**config.mk**
```make
export PLATFORM = sky130hd
export DESIGN_NAME = conv_weight_loader
export DESIGN_NICKNAME = d
export VERILOG_FILES = /design/src/rtl/conv_weight_loader.sv
export SDC_FILE = /design/constraint.sdc
export NUM_CORES = 1
export LEC_CHECK = 0
export CAP_MARGIN = 25
export CORE_MARGIN = 10
export CORE_UTILIZATION = 58
export CTS_CLUSTER_SIZE = 8
export DETAILED_ROUTE_END_ITERATION = 16
export GPL_ROUTABILITY_DRIVEN = 0
export HOLD_SLACK_MARGIN = 0.08
export PLACE_DENSITY = 0.83
export SYNTH_ARGS = -nofsm -noshare
export SYNTH_HDL_FRONTEND = slang
export SYNTH_SLANG_ARGS = --single-unit
```
**constraint.sdc**
```tcl
create_clock -name clk -period 5.8 [get_ports clk]
set_input_delay 1.16 -clock clk [delete_from_list [all_inputs] [get_ports clk]]
set_output_delay 1.16 -clock clk [all_outputs]
set_load 0.01 [all_outputs]
```
**src/rtl/conv_weight_loader.sv**
```systemverilog
// Serial loader for conv1 kernel parameters: 25 weights plus a bias fill a
// shadow bank, which is copied to the active outputs only on a frame-boundary swap.
module conv_weight_loader #(
    parameter int NUM_KERNELS = 6
) (
    input  logic              clk,
    input  logic              rstn,
    input  logic              s_valid,
    output logic              s_ready,
    input  logic signed [8:0] s_data,
    input  logic              s_last,
    input  logic              swap_en,
    output logic [44:0]       weight_m_1,
    output logic [44:0]       weight_m_2,
    output logic [44:0]       weight_m_3,
    output logic [44:0]       weight_m_4,
    output logic [44:0]       weight_m_5,
    output logic signed [8:0] bias,
    output logic              params_valid,
    output logic              pending,
    output logic [2:0]        kernel_idx,
    output logic              err_len
);

    typedef enum logic {LOAD, FULL} state_t;

    localparam logic [2:0] LAST_KERNEL = 3'(NUM_KERNELS - 1);

    state_t              state_q;
    logic [2:0]          r_q, c_q, r_d, c_d;
    logic                biasPhase_q, biasPhase_d;
    logic [44:0]         shadow_q [5];
    logic signed [8:0]   shadowBias_q;
    logic [44:0]         active_q [5];
    logic signed [8:0]   bias_q;
    logic                paramsValid_q;
    logic [2:0]          kernelIdx_q;
    logic                errLen_q;

    // Column index runs fastest; the word after (4,4) is the bias.
    always_comb begin
        r_d         = r_q;
        c_d         = c_q;
        biasPhase_d = biasPhase_q;
        if (c_q == 3'd4) begin
            c_d = 3'd0;
            if (r_q == 3'd4) begin
                r_d         = 3'd0;
                biasPhase_d = 1'b1;
            end else begin
                r_d = r_q + 3'd1;
            end
        end else begin
            c_d = c_q + 3'd1;
        end
    end

    always_ff @(posedge clk or negedge rstn) begin
        if (!rstn) begin
            state_q       <= LOAD;
            r_q           <= 3'd0;
            c_q           <= 3'd0;
            biasPhase_q   <= 1'b0;
            shadowBias_q  <= '0;
            bias_q        <= '0;
            paramsValid_q <= 1'b0;
            kernelIdx_q   <= 3'd0;
            errLen_q      <= 1'b0;
            for (int i = 0; i < 5; i++) begin
                shadow_q[i] <= '0;
                active_q[i] <= '0;
            end
        end else begin
            case (state_q)
                LOAD: begin
                    if (s_valid) begin
                        if (!biasPhase_q) begin
                            if (s_last) begin
                                errLen_q <= 1'b1;
                                r_q      <= 3'd0;
                                c_q      <= 3'd0;
                                for (int i = 0; i < 5; i++) shadow_q[i] <= '0;
                            end else begin
                                // Row 0 sits in the MSBs of each column word.
                                for (int cc = 0; cc < 5; cc++) begin
                                    for (int rr = 0; rr < 5; rr++) begin
                                        if (c_q == 3'(cc) && r_q == 3'(rr))
                                            shadow_q[cc][44-9*rr -: 9] <= s_data;
                                    end
                                end
                                r_q         <= r_d;
                                c_q         <= c_d;
                                biasPhase_q <= biasPhase_d;
                            end
                        end else begin
                            r_q         <= 3'd0;
                            c_q         <= 3'd0;
                            biasPhase_q <= 1'b0;
                            if (s_last) begin
                                shadowBias_q <= s_data;
                                state_q      <= FULL;
                            end else begin
                                errLen_q <= 1'b1;
                            end
                        end
                    end
                end
                FULL: begin
                    if (swap_en) begin
                        for (int i = 0; i < 5; i++) active_q[i] <= shadow_q[i];
                        bias_q        <= shadowBias_q;
                        paramsValid_q <= 1'b1;
                        // The first commit after reset names kernel 0.
                        if (!paramsValid_q || kernelIdx_q == LAST_KERNEL)
                            kernelIdx_q <= 3'd0;
                        else
                            kernelIdx_q <= kernelIdx_q + 3'd1;
                        state_q <= LOAD;
                    end
                end
            endcase
        end
    end

    assign s_ready      = (state_q == LOAD);
    assign pending      = (state_q == FULL);
    assign weight_m_1   = active_q[0];
    assign weight_m_2   = active_q[1];
    assign weight_m_3   = active_q[2];
    assign weight_m_4   = active_q[3];
    assign weight_m_5   = active_q[4];
    assign bias         = bias_q;
    assign params_valid = paramsValid_q;
    assign kernel_idx   = kernelIdx_q;
    assign err_len      = errLen_q;

endmodule

```
==> impl_metrics.ini <==
[worst_setup_path]
ff2ff_setup_slack_ns = 2.77
r2r_cells = 5
crit_path_start_kind = primary input
crit_start = s_valid
r2r-end = shadow_q[222]
critPathRequiredTime_ns = 6.25
end_kind = flop
worstPathArrival_ns = 3.58
critPathCapture = shadow_q[112]
path_class = in -> reg
crit-reg2reg-launch = r_q[0]
critPathMaxFanout = 84

[clocking]
clkTransAtPathRegs_ns = 0.05
root_buffer = clkbuf_16
clk_latency_ns = 0.56
cts_setup_buffers = 0
tritoncts = done
ctsResizeCount = 0
cts_max_path_buffers = 3
numClockSinks = 481
cts_buffers = 70
htree_levels = 3
postCtsHoldBufs = 0

[synthesis]
ys_warn_count = 0
ys.flop_type = dfrtp_1
synth_fp_nets = 1514
yosys.area_share.simple_pct = 8.666
synth-compound-area-share_pct = 10.40
synth_top_family_by_area = multiplexers
synth_area_per_cell_sq_um = 13.00
ys_types = 42
synth_edf_count = 0
ys_ff_latch = 481
synth_xor_area_share_pct = 0
ys_seq_area_share_pct = 62.35
synthCells = 1485
ys_async_sr_fraction_pct = 100.0
yosys.area_share.adder_pct = 0.9723
synthesis.area_sq_mm = 0.01930
synthMuxAreaShare_pct = 14.87

[global_route]
top_usage_layer = met2
antenna_found_initial = 0
grt_usage_pct = 25.04
grtUsageMet3_pct = 5.134
use_met1_pct = 33.89
grt_overflow = 0
grt_max_degree = 141
grt_pass1_wl_um = 82080
grt_pass1_vias = 14030
met2_usage_pct = 39.52

[sta]
worst_pin_slew_ns = 1.100
fin_crit_ns = 3.127
rsz0062_at_grt = false
hold_violations = 0
slew_violations = 0
slew-limit-headroom_pct = 25.60
final.setup.tns_ns = 0
clock.fmax_mhz = 319.8
setup_viol = 0
fin_crit_sh_pct = 53.92
finClkSkew_ns = 0.02237

[layout]
nNetsFinal = 1757
num_antenna_cells = 0
final_area_sq_mm = 0.02411
final-instance-count-excl-fill = 2178
drive_gt1_share_pct = 21.60
area_delta_synth_final_pct = 24.88

[detailed_routing]
first_pass_iters = 5
routed_wl_um = 52250
drt_iter0_drc = 1138
drc = 0
antenna_left = 0
dr_total_vias = 13520
viasPerCell = 6.208
wire_per_inst_um = 23.99

[die]
placementRows = 66
dieArea_sq_mm = 0.04098
start_util_pct = 59.03
core_sq_mm = 0.03270
die_w_um = 202.4
ios = 255
die_y_um = 202.4

[job]
cap_violations = 0

[power]
max-vdd-ir-drop_mv = 0.2324
p_total_uw = 8771
p_leak_uw = 0.01110
cellPowerDensity_mw_per_mm2 = 363.9

[place]
placedCellCount = 2096
placed_area_sq_mm = 0.02219
dp_hpwl_um = 32230
port_buffers = 254

[worst_hold_path]
hp-class = reg -> reg

[outcome]
status = complete, no violations
[per-stage QoR]
stage / worst slack [ns] / hold slack [ns] / util, %
global route: 2.528 / 0.4849 / 73.71
floorplan: 3.132 / 0.4523 / -
CTS: 2.485 / 0.4620 / 73.61
global placement: 2.040 / 0.4453 / 67.85
detailed placement: 1.938 / 0.4514 / 67.85
finish: 2.673 / 0.4639 / 73.71
[cell usage after synthesis (2+ instances only)]
master       n  area (sq um)
nand3_1      9         45.04
nand4_1      8         50.05
nor3b_1      2         15.01
a22o_1      18         157.7
o21ai_1      8         40.04
buf_1        3         11.26
o22ai_1      2         12.51
a21oi_1      2         10.01
nor2_1       3         11.26
ha_1        15         187.7
o2bb2ai_1   54         473.0
buf_2       47         235.2
nor2b_1     11         68.82
nor4bb_1     9         90.09
clkbuf_1    51         191.4
o221ai_1   135          1182
inv_1       11         41.29
mux2_2     254          2860
and3_1       3         18.77
and4b_1      6         60.06
nand2_1    313          1175
o211ai_1     8         60.06
buf_6        3         33.78
nand2b_1     2         12.51
dfrtp_1    481         12040
and3b_1      6         52.55
o21ai_0      6         30.03
[worst max-delay path: stages]
cell             delay, ns
clkdlybuf4s50_1       0.45
or3b_4                0.78
buf_4                 0.78
nand2_1               0.18
o221ai_1              0.12
[cells by family after synthesis]
family | after synthesis
buffers and inverters | 118
flip-flops | 481
adder cells (fa/ha/maj) | 15
AND/OR/NAND/NOR | 378
multiplexers | 255
AO/OA/AOI/OAI | 238
[metal layers]
layer / part of all wire [%] / routed length (um) / vias to the layer above
met5: 0 / 0 / -
met4: 2.6 / 1370 / 0
met3: 7.1 / 3722 / 105
met2: 48 / 25150 / 578
met1: 42 / 22010 / 6995
li1: - / - / 5844
[flip-flops by register name (all words and copies together), names as in the netlist, 3 cells and up]
register,flops
weight_m_5,45
bias,9
weight_m_1,45
weight_m_4,45
weight_m_2,45
kernel_idx,3
shadow_q,225
r_q,3
shadowBias_q,9
weight_m_3,45
c_q,3
[where the power goes]
group	total [uW]	switching [uW]	internal, uW
Sequential	4170	386	3780
Clock	3570	1400	2170
Combinational	1030	583	450
[layout by cell type, fill, tap and decap left out, types with 2 or more instances in the layout]
cell	count
mux2_2	254
clkbuf_16	71
o21ai_1	8
nor4bb_1	4
o211ai_1	8
nand2_2	5
nor4bb_2	5
and3_1	3
clkbuf_1	2
nand2_1	307
nor2_1	3
o21ai_0	6
clkdlybuf4s50_1	253
buf_12	4
o2bb2ai_1	54
buf_4	17
o221ai_1	135
o22ai_1	2
a21oi_1	2
a22o_1	18
nand2b_1	2
and4b_1	6
inv_6	3
inv_1	11
dfrtp_1	481
ha_1	15
nand3_1	9
nor2b_1	11
nand4_1	8
and3b_1	6
[worst min-delay path by stage]
stage | from | to | slack (ns) | cells after the start
floorplan | shadow_q[100] | shadow_q[100] | 0.45 | 1
global placement | err_len | err_len | 0.45 | 1
detailed placement | err_len | err_len | 0.45 | 1
CTS | err_len | err_len | 0.46 | 1
global route | err_len | err_len | 0.48 | 1
finish | err_len | err_len | 0.46 | 1
[cell type report]
cell class              instances  area (sq um)
fillers                      2064          8596
clock inverters                 7         100.1
flip-flops and latches        481         12040
inverters                      12         47.55
clock buffers                  73          1784
repair buffers                277          2790
well taps                     442         553.0
multi-input cells             886          6794
(Power assumes the default switching activity.)
